<file path="src/rtl/bram_stream_reader_if.sv">
// bram_stream_reader_if
//   Groups the block RAM port and the outgoing valid/ready stream of the
//   bram_stream_reader into one bundle.
//   master modport : the reader (drives RAM address/controls and stream data)
//   slave modport  : the environment (RAM model and stream consumer)
//   Signals:
//     bram_addr  RAM port address            (master -> slave)
//     bram_we    RAM write enable, always 0  (master -> slave)
//     bram_din   RAM write data, always 0    (master -> slave)
//     bram_dout  RAM read data, one cycle after address capture (slave -> master)
//     m_data     stream data                 (master -> slave)
//     m_valid    stream valid                (master -> slave)
//     m_last     final beat marker           (master -> slave)
//     m_ready    stream ready                (slave -> master)
interface bram_stream_reader_if #(
  parameter int DATA_W = 256,
  parameter int ADDR_W = 10
);
  logic [ADDR_W-1:0] bram_addr;
  logic              bram_we;
  logic [DATA_W-1:0] bram_din;
  logic [DATA_W-1:0] bram_dout;
  logic [DATA_W-1:0] m_data;
  logic              m_valid;
  logic              m_ready;
  logic              m_last;

  modport master (
    output bram_addr, bram_we, bram_din, m_data, m_valid, m_last,
    input  bram_dout, m_ready
  );

  modport slave (
    input  bram_addr, bram_we, bram_din, m_data, m_valid, m_last,
    output bram_dout, m_ready
  );
endinterface

</file>
<file path="src/rtl/bram_stream_reader.sv">
// bram_stream_reader
//   Read-side master for one port of a 2^ADDR_W x DATA_W block RAM. On an
//   accepted start it reads a contiguous (modulo-depth) address range, absorbs
//   the RAM's one-cycle read latency and presents the words as a valid/ready
//   stream with full throughput and lossless backpressure.
//   Ports:
//     clk        clock for the block and the attached RAM port
//     rstn       asynchronous active-low reset
//     start      command strobe, only sampled while idle
//     base_addr  first word address
//     length     word count 0..2^ADDR_W (larger values clamp to 2^ADDR_W)
//     busy       transfer in progress
//     done       one-cycle pulse after the final beat is accepted
//     bus        RAM port + output stream (master modport)
module bram_stream_reader #(
  parameter int DATA_W = 256,
  parameter int ADDR_W = 10
) (
  input  logic                 clk,
  input  logic                 rstn,
  input  logic                 start,
  input  logic [ADDR_W-1:0]    base_addr,
  input  logic [ADDR_W:0]      length,
  output logic                 busy,
  output logic                 done,
  bram_stream_reader_if.master bus
);

  localparam logic [1:0] S_IDLE  = 2'd0;
  localparam logic [1:0] S_RUN   = 2'd1;
  localparam logic [1:0] S_FLUSH = 2'd2;
  localparam logic [1:0] S_DONE  = 2'd3;

  localparam logic [ADDR_W:0] MAX_LEN = {1'b1, {ADDR_W{1'b0}}};
  localparam logic [ADDR_W:0] CNT_ONE = {{ADDR_W{1'b0}}, 1'b1};

  logic [1:0]        state_q, state_d;
  logic [ADDR_W-1:0] rd_addr_q, rd_addr_d;
  logic [ADDR_W-1:0] addr_hold_q;
  logic [ADDR_W:0]   issue_cnt_q, issue_cnt_d;
  logic [ADDR_W:0]   beat_cnt_q, beat_cnt_d;
  logic              inflight_q;
  logic [DATA_W-1:0] fifo_q [3];
  logic [1:0]        wr_ptr_q, rd_ptr_q, count_q;
  logic [ADDR_W:0]   len_clamped;
  logic              issue, push, pop;

  function automatic logic [1:0] ptr_inc(input logic [1:0] p);
    return (p == 2'd2) ? 2'd0 : p + 2'd1;
  endfunction

  assign len_clamped = (length > MAX_LEN) ? MAX_LEN : length;

  // Credit check uses only registered state, so m_ready never reaches
  // bram_addr combinationally. Buffered plus in-flight words stay <= 3,
  // which is exactly the FIFO depth.
  assign issue = (state_q == S_RUN) && (issue_cnt_q != '0) &&
                 (({1'b0, count_q} + {2'b00, inflight_q}) < 3'd3);
  assign push  = inflight_q;
  assign pop   = bus.m_valid && bus.m_ready;

  // Address is presented combinationally in the issue cycle so the RAM
  // captures it at the following edge; otherwise the last issued address holds.
  assign bus.bram_addr = issue ? rd_addr_q : addr_hold_q;
  assign bus.bram_we   = 1'b0;
  assign bus.bram_din  = '0;

  assign bus.m_valid = (count_q != 2'd0);
  assign bus.m_data  = bus.m_valid ? fifo_q[rd_ptr_q] : '0;
  assign bus.m_last  = bus.m_valid && (beat_cnt_q == CNT_ONE);

  assign busy = (state_q == S_RUN) || (state_q == S_FLUSH);
  assign done = (state_q == S_DONE);

  always_comb begin
    state_d     = state_q;
    rd_addr_d   = rd_addr_q;
    issue_cnt_d = issue_cnt_q;
    beat_cnt_d  = beat_cnt_q;
    if (pop) begin
      beat_cnt_d = beat_cnt_q - CNT_ONE;
    end
    unique case (state_q)
      S_IDLE: begin
        if (start) begin
          rd_addr_d   = base_addr;
          issue_cnt_d = len_clamped;
          beat_cnt_d  = len_clamped;
          state_d     = (len_clamped == '0) ? S_DONE : S_RUN;
        end
      end
      S_RUN: begin
        if (issue) begin
          rd_addr_d   = rd_addr_q + 1'b1;
          issue_cnt_d = issue_cnt_q - CNT_ONE;
          if (issue_cnt_q == CNT_ONE) begin
            state_d = S_FLUSH;
          end
        end
      end
      S_FLUSH: begin
        // Leaving on the final pop makes done appear in the very next cycle.
        if ((pop && (beat_cnt_q == CNT_ONE)) || (beat_cnt_q == '0)) begin
          state_d = S_DONE;
        end
      end
      default: begin
        state_d = S_IDLE;
      end
    endcase
  end

  always_ff @(posedge clk or negedge rstn) begin
    if (!rstn) begin
      state_q     <= S_IDLE;
      rd_addr_q   <= '0;
      addr_hold_q <= '0;
      issue_cnt_q <= '0;
      beat_cnt_q  <= '0;
      inflight_q  <= 1'b0;
      wr_ptr_q    <= 2'd0;
      rd_ptr_q    <= 2'd0;
      count_q     <= 2'd0;
    end else begin
      state_q     <= state_d;
      rd_addr_q   <= rd_addr_d;
      issue_cnt_q <= issue_cnt_d;
      beat_cnt_q  <= beat_cnt_d;
      inflight_q  <= issue;
      if (issue) begin
        addr_hold_q <= rd_addr_q;
      end
      if (push) begin
        wr_ptr_q <= ptr_inc(wr_ptr_q);
      end
      if (pop) begin
        rd_ptr_q <= ptr_inc(rd_ptr_q);
      end
      unique case ({push, pop})
        2'b10:   count_q <= count_q + 2'd1;
        2'b01:   count_q <= count_q - 2'd1;
        default: count_q <= count_q;
      endcase
    end
  end

  // FIFO storage carries data only; m_data is gated by m_valid, so it needs no reset.
  always_ff @(posedge clk) begin
    if (push) begin
      fifo_q[wr_ptr_q] <= bus.bram_dout;
    end
  end

endmodule

</file>
<file path="src/flat_wrapper.sv">
// flat-port wrapper written by rule: the top's interface ports become plain ports
module bram_stream_reader_flat 
#(
  parameter int DATA_W = 256,
  parameter int ADDR_W = 10
)
  (clk, rstn, start, base_addr, length, busy, done, bus_bram_addr, bus_bram_we, bus_bram_din, bus_m_data, bus_m_valid, bus_m_last, bus_bram_dout, bus_m_ready);
  bram_stream_reader_if #(.DATA_W(DATA_W), .ADDR_W(ADDR_W)) bus_i ();
  input  logic clk;
  input  logic rstn;
  input  logic start;
  input  logic [ADDR_W-1:0] base_addr;
  input  logic [ADDR_W:0] length;
  output logic busy;
  output logic done;
  output wire logic [$bits(bus_i.bram_addr)-1:0] bus_bram_addr;
  output wire logic [$bits(bus_i.bram_we)-1:0] bus_bram_we;
  output wire logic [$bits(bus_i.bram_din)-1:0] bus_bram_din;
  output wire logic [$bits(bus_i.m_data)-1:0] bus_m_data;
  output wire logic [$bits(bus_i.m_valid)-1:0] bus_m_valid;
  output wire logic [$bits(bus_i.m_last)-1:0] bus_m_last;
  input wire logic [$bits(bus_i.bram_dout)-1:0] bus_bram_dout;
  input wire logic [$bits(bus_i.m_ready)-1:0] bus_m_ready;
  assign bus_bram_addr = bus_i.bram_addr;
  assign bus_bram_we = bus_i.bram_we;
  assign bus_bram_din = bus_i.bram_din;
  assign bus_m_data = bus_i.m_data;
  assign bus_m_valid = bus_i.m_valid;
  assign bus_m_last = bus_i.m_last;
  assign bus_i.bram_dout = bus_bram_dout;
  assign bus_i.m_ready = bus_m_ready;
  bram_stream_reader #(.DATA_W(DATA_W), .ADDR_W(ADDR_W)) u_core (.clk(clk), .rstn(rstn), .start(start), .base_addr(base_addr), .length(length), .busy(busy), .done(done), .bus(bus_i));
endmodule
</file>
<file path="config.mk">
export PLATFORM = sky130hd
export DESIGN_NAME = bram_stream_reader_flat
export DESIGN_NICKNAME = d
export VERILOG_FILES = /design/src/rtl/bram_stream_reader_if.sv /design/src/rtl/bram_stream_reader.sv /design/src/flat_wrapper.sv
export SDC_FILE = /design/constraint.sdc
export NUM_CORES = 1
export LEC_CHECK = 0
export CORE_AREA = 2 2 313 315
export DETAILED_ROUTE_END_ITERATION = 7
export DIE_AREA = 0 0 315 317
export HOLD_SLACK_MARGIN = 0.12
export SLEW_MARGIN = 20
export SYNTH_ARGS = -nofsm -noshare
export SYNTH_HDL_FRONTEND = slang
export SYNTH_SLANG_ARGS = --single-unit
</file>
<file path="constraint.sdc">
create_clock -name clk -period 63.7 [get_ports clk]
set_input_delay 9.555 -clock clk [delete_from_list [all_inputs] [get_ports clk]]
set_output_delay 9.555 -clock clk [all_outputs]
set_load 0.05 [all_outputs]
</file>
==> results of run 1 <==
-- sequential cells by signal, indices dropped and copies added (netlist names) --
signal and cells:
u_core.addr_hold_q 10, u_core.beat_cnt_q 11, u_core.count_q 2, u_core.fifo_q 768, u_core.inflight_q 1, u_core.issue_cnt_q 11, u_core.rd_addr_q 10, u_core.rd_ptr_q 2
u_core.state_q 2, u_core.wr_ptr_q 2
-- power by group through the flow --
stage	logic [mW]	clock network (mW)	registers, mW
2_1_floorplan	0.806	0	0.747
3_3_place_gp	1.16	0	0.730
3_5_place_dp	1.16	0	0.732
4_1_cts	1.17	0.506	0.721
5_1_grt	1.23	0.528	0.718
6_report	1.16	0.493	0.711
-- synth_stat cells (5+ instances only) --
library cell  instances
nor2_1              534
buf_2                 8
buf_1                22
and3_1                6
dfrtp_1              51
mux2_1               12
ha_1                 13
nor4_1               11
xnor2_1               7
inv_1                 9
a21oi_1             274
and2_1                5
buf_4               257
mux2i_1             259
inv_2                 5
o21ai_1              12
nand2b_1              7
o31ai_1              12
a31oi_1               8
xor2_1                6
nor3_1               13
nand2_1              13
clkbuf_1            100
nand3_1              10
edfxtp_1            768
-- worst paths after layout --
path / from / endpoint / depth (start not counted)
min in group asynchronous: rstn / u_core.state_q[1]$_DFFE_PN0P_ / 2
worst min-delay path: u_core.addr_hold_q[6]$_DFF_PN0_ / u_core.addr_hold_q[6]$_DFF_PN0_ / 1
worst max-delay path: u_core.rd_ptr_q[0]$_DFFE_PN0P_ / bus_m_data[128] / 8
worst min register to register: u_core.addr_hold_q[6]$_DFF_PN0_ / u_core.addr_hold_q[6]$_DFF_PN0_ / 1
worst max register to register: u_core.inflight_q$_DFF_PN0_ / u_core.fifo_q[2][221]$_DFFE_PP_ / 5
max in group asynchronous: rstn / u_core.rd_ptr_q[1]$_DFFE_PN0P_ / 2
-- metrics by stage --
step / cell area [µm²] / hold slack, ns
global placement: 40100 / 0.470
CTS: 42900 / 0.488
finish: 43000 / 0.486
floorplan: 35200 / 0.488
detailed placement: 40100 / 0.475
global route: 43000 / 0.498
-- final cells by class --
cell class                 instances  area (µm²)  share of cell area [%]
clock inverter                    50         488                    1.14
clock buffer                     112        2310                    5.38
timing repair buffer             575        5780                    13.5
antenna                            4        10.0                  0.0233
sequential                       819       24300                    56.6
multi-input combinational       1515        8390                    19.5
inverter                          15        56.3                   0.131
tap                             1276        1600                    3.71
-- metal layers --
layer | up-vias | share of wire, % | track usage, % | wire length (µm)
met5 | - | 0.21 | 0 | 178
met1 | 9903 | 37 | 17.6 | 30800
met2 | 656 | 53 | 29.0 | 44600
li1 | 9565 | - | - | -
met3 | 170 | 6.6 | 4.90 | 5550
met4 | 26 | 3.4 | 6.35 | 2890
-- logic make-up (layout without fill, tap and decap cells) --
| family | Yosys count | after routing | synth area share, % |
|---|---|---|---|
| compound gates | 342 | 342 | 5.54 |
| buf+inv | 402 | 752 | 7.26 |
| fa+ha+maj | 13 | 13 | 0.475 |
| other cells | 1 | 261 | 0.0110 |
| mux | 271 | 271 | 7.97 |
| xor+xnor | 13 | 13 | 0.333 |
| simple gates | 619 | 619 | 7.31 |
| flops | 819 | 819 | 71.1 |
==> flow_summary.toml, run 1 <==
[placed_design]
dp.cells = 4198
dp_hpwl_mm = 52.7
pre_cts_slack_ns = 49.54
io_buffers = 550
gp_congestion = 0.803

[clocking]
postCtsHoldBufs = 0
cts_htree_levels = 3
cts_resized = 0
cts_tree = "done"
clk_latency_ns = 0.65
clk_pin_slew_worst_paths_ns = 0.06
cts_setup_buffers = 0
numCtsBuffers = 89
cts.sinks = 819
root_buffer = "clkbuf_16"
clockBufferDepth = 3

[logic_synthesis]
yosys-top-cells-area = "edfxtp_1, mux2i_1, nor2_1"
ys.flop_type = "edfxtp_1"
async_flop_share_pct = 6.23
syn_area_um2 = 34200
synth-warning-count = 0
ys_seq_area_share_pct = 71.1
synthDominantCellAreaShare_pct = 67.4
synth_enable_flop_cells = 768
synthDistinctLibCells = 60
ys_seq_elements = 819
syn-instance-count = 2480
yosys.area.top_type = "edfxtp_1"
postSynthAreaPerCell_um2 = 13.8

[floorplanning]
die_area_um2 = 99900
start_util_pct = 35.6
ioPinCount = 808
rows = 114
dieHeight_um = 317
die_x_um = 315
core_area_um2 = 96300

[timing]
period_minus_slack_ns = 14.56
finalSetupViolations = 0
fin_worst_skew_ns = 0.0363
setup_tns_ns = 0
rsz0062_at_grt = "no"
min_period_over_period_pct = 22.9
hold_viol_final = 0
clock.fmax_mhz = 68.7
worst_slack_ns = 49.14
slew_headroom_pct = 25.3
drv_slew = 0
worst_pin_slew_ns = 1.12

[setup_path]
crit_path_end_kind = "output pin"
critPathTopFamily = "buffers and inverters"
worst_ep_required_time_ns = 54.15
max_stage_delay_ns = 0.94
startpoint_type = "flop"
crit_chain = "buf_16 > buf_4 > buf_4 > mux2i_1 > nor2_1 > a21oi_1 > nor2_1 > clkdlybuf4s50_1"
cpMaxStageDelayCell = "clkdlybuf4s50_1"
cp_max_fo = 52
cp.arrival_ns = 5.01
worstSetupPathType = "flop to output pin"
reg2reg_slack_ns = 60.11
path_buf_inv = 4

[routing]
wl_per_cell_um = 19.2
drtAntennaViolNets = 0
routed_wl_mm = 84.0
drtPass1Iterations = 5
viasPerCell = 4.65
routed-via-count = 20300
dr.first_iter.drc_count = 1171
drc = 0

[run]
drv_cap = 0

[pwr]
clkPwrFrac_pct = 20.8
power.switching_mw = 1.06
power.leakage_nw = 15.6
power.internal_mw = 1.31
peakVddDrop_mv = 0.0469
powerDensity_nw_per_um2 = 55.1
power.share.switching_pct = 44.6
total_power_mw = 2.37
sequentialPowerShare_pct = 30.0
p_comb_share_pct = 49.1

[finish]
nFillCells = 8596
final_util_pct = 44.6
nNetsFinal = 3309
final_cell_mix = "edfxtp_1, clkdlybuf4s50_1, nor2_1, a21oi_1, mux2i_1"
layout_commonest_cell = "edfxtp_1"
drive_above_1_share_pct = 5.09
syn2layout_area_growth_pct = 25.6
instances_no_fill = 4366

[grt]
gr-total-overflow = 0
antenna_found_initial = 18
grt_pass1_vias = 19300
grtUsageTotal_pct = 16.1
grt_start_max_net_pins = 222
grt_pass1_wl_mm = 120

[status]
status = "complete, no violations"

[min_path]
hold_class = "flop to flop"
Power figures use the tool's default switching activity.
==> run 2: changes to the inputs <==
CORE_AREA = 2 2 316 318   (was 2 2 313 315)
DIE_AREA = 0 0 318 320   (was 0 0 315 317)
clock period = 13.4 ns   (was 63.7 ns; I/O delays follow)
==> run 2 against run 1 <==
Net effect:
- critical path depth decreased by 1
- cell count increased by 0.50%
- hold slack got worse by 0.0085 ns
- first-iteration DRC count decreased by 1.2%
==> flow_summary.toml, run 2 (same netlist as run 1, synthesis figures left out) <==
[floorplanning]
core_area_um2 = 98000
die_x_um = 318
die_area_um2 = 102000
rows = 115
start_util_pct = 34.9
dieHeight_um = 320
ioPinCount = 808

[grt]
grt_pass1_wl_mm = 122
grt_use_met3_pct = 4.76
busiest_layer = "met2"
gr-total-overflow = 0
grt_start_max_net_pins = 221
grtUsageTotal_pct = 15.8
grt_util_met2_pct = 28.6
grt.met1_usage_pct = 17.4
antenna_found_initial = 22
grt_pass1_vias = 19600

[clocking]
root_buffer = "clkbuf_16"
cts_resized = 0
cts.sinks = 819
postCtsHoldBufs = 0
cts_setup_buffers = 0
numCtsBuffers = 88
cts_tree = "done"
cts_htree_levels = 3
clk_latency_ns = 0.67
clockBufferDepth = 3
clk_pin_slew_worst_paths_ns = 0.06

[setup_path]
cp.arrival_ns = 4.99
rr_endpoint = "u_core.fifo_q[2][102]$_DFFE_PP_"
cpMaxStageDelayCell = "dfrtp_4"
worstSetupPathType = "flop to output pin"
startpoint_type = "flop"
reg2reg_slack_ns = 10.01
crit_start = "u_core.rd_ptr_q[0]$_DFFE_PN0P_"
critPathTopFamily = "buffers and inverters"
worst_ep_required_time_ns = 11.39
crit_chain = "buf_4 > buf_4 > mux2i_1 > nor2_1 > a21oi_1 > nor2_1 > clkdlybuf4s50_1"
path_buf_inv = 3
reg2regPathDepth = 5
crit_end = "bus_m_data[232]"
r2r_start = "u_core.inflight_q$_DFF_PN0_"
cp_max_fo = 50
crit_path_end_kind = "output pin"
crit_cells = 7
max_stage_delay_ns = 1.08

[pwr]
power.leakage_nw = 15.6
peakVddDrop_mv = 0.192
powerDensity_nw_per_um2 = 262

[routing]
wl_per_cell_um = 19.2
viasPerCell = 4.62
routed-via-count = 20300
dr.first_iter.drc_count = 1157
drtPass1Iterations = 5
routed_wl_mm = 84.1
drc = 0
drtAntennaViolNets = 0

[timing]
finalHoldWorstSlack_ns = 0.477
slew_headroom_pct = 25.6
drv_slew = 0
period_minus_slack_ns = 7.00
finalSetupViolations = 0
rsz0062_at_grt = "no"
fin_worst_skew_ns = 0.0359
min_period_over_period_pct = 52.3
hold_viol_final = 0
clock.fmax_mhz = 143
worst_pin_slew_ns = 1.12
setup_tns_ns = 0
worst_slack_ns = 6.40

[finish]
final_util_pct = 43.9
nNetsFinal = 3312
syn2layout_area_growth_pct = 25.8
layout_commonest_cell = "edfxtp_1"
final_cell_mix = "edfxtp_1, clkdlybuf4s50_1, nor2_1, a21oi_1, mux2i_1"
regMostFlops = "u_core.fifo_q"
reg_top3 = "u_core.fifo_q (768), u_core.beat_cnt_q (11), u_core.issue_cnt_q (11)"
largest_register_ff_count = 768
nFillCells = 8901
drive_above_1_share_pct = 5.53
postLayoutCellArea_um2 = 43100

[status]
status = "complete, no violations"

[run]
drv_cap = 0

[placed_design]
pre_cts_slack_ns = 6.99
dp_hpwl_mm = 52.9
placed_area_um2 = 40200
gp_congestion = 0.779
io_buffers = 550

[min_path]
hold_class = "flop to flop"
## run 2: cell types whose count changed in the layout (fill, tap and decap cells not counted), moves of 2 or more
cell	delta
buf_12	-4
buf_4	+9
clkinv_1	-8
clkinv_16	+2
clkinv_2	+5
diode_2	+7
## run 2: layer usage
metal / part of all wire [%] / up-vias
met5: 0.15 / -
met4: 3.0 / 18
met3: 6.7 / 138
met2: 53 / 665
met1: 37 / 9890
li1: - / 9572
## run 2: stage by stage
step | instances | power [mW]
4_1_cts | 4377 | 11.4
3_5_place_dp | 4215 | 8.99
3_3_place_gp | 4215 | 9.00
2_1_floorplan | 2736 | 7.31
6_report | 4388 | 11.3
5_1_grt | 4388 | 11.8
## run 2: worst min path at each step
| stage | start | endpoint | slack (ns) | depth (start not counted) |
|---|---|---|---|---|
| floorplan | u_core.issue_cnt_q[9]$_DFFE_PN0P_ | u_core.issue_cnt_q[9]$_DFFE_PN0P_ | 0.49 | 2 |
| finish | u_core.addr_hold_q[7]$_DFF_PN0_ | u_core.addr_hold_q[7]$_DFF_PN0_ | 0.48 | 1 |
| global route | u_core.addr_hold_q[8]$_DFF_PN0_ | u_core.addr_hold_q[8]$_DFF_PN0_ | 0.50 | 1 |
| CTS | u_core.addr_hold_q[7]$_DFF_PN0_ | u_core.addr_hold_q[7]$_DFF_PN0_ | 0.48 | 1 |
| global placement | u_core.addr_hold_q[8]$_DFF_PN0_ | u_core.addr_hold_q[8]$_DFF_PN0_ | 0.46 | 1 |
| detailed placement | u_core.addr_hold_q[7]$_DFF_PN0_ | u_core.addr_hold_q[7]$_DFF_PN0_ | 0.47 | 1 |
## run 2: cell type report
cell class                 instances  area [µm²]  area share, %
clock buffer                     111        2300           5.34
sequential                       819       24300           56.5
antenna                           11        27.5         0.0639
inverter                          15        56.3          0.131
tap                             1287        1610           3.74
timing repair buffer             579        5740           13.3
multi-input combinational       1515        8410           19.5
clock inverter                    51         573           1.33
## run 2: report_power, final
group / switching, mW / total [mW] / internal [mW]
combinational: 3.83 / 5.48 / 1.65
sequential: 0.206 / 3.41 / 3.21
clock: 1.01 / 2.40 / 1.38
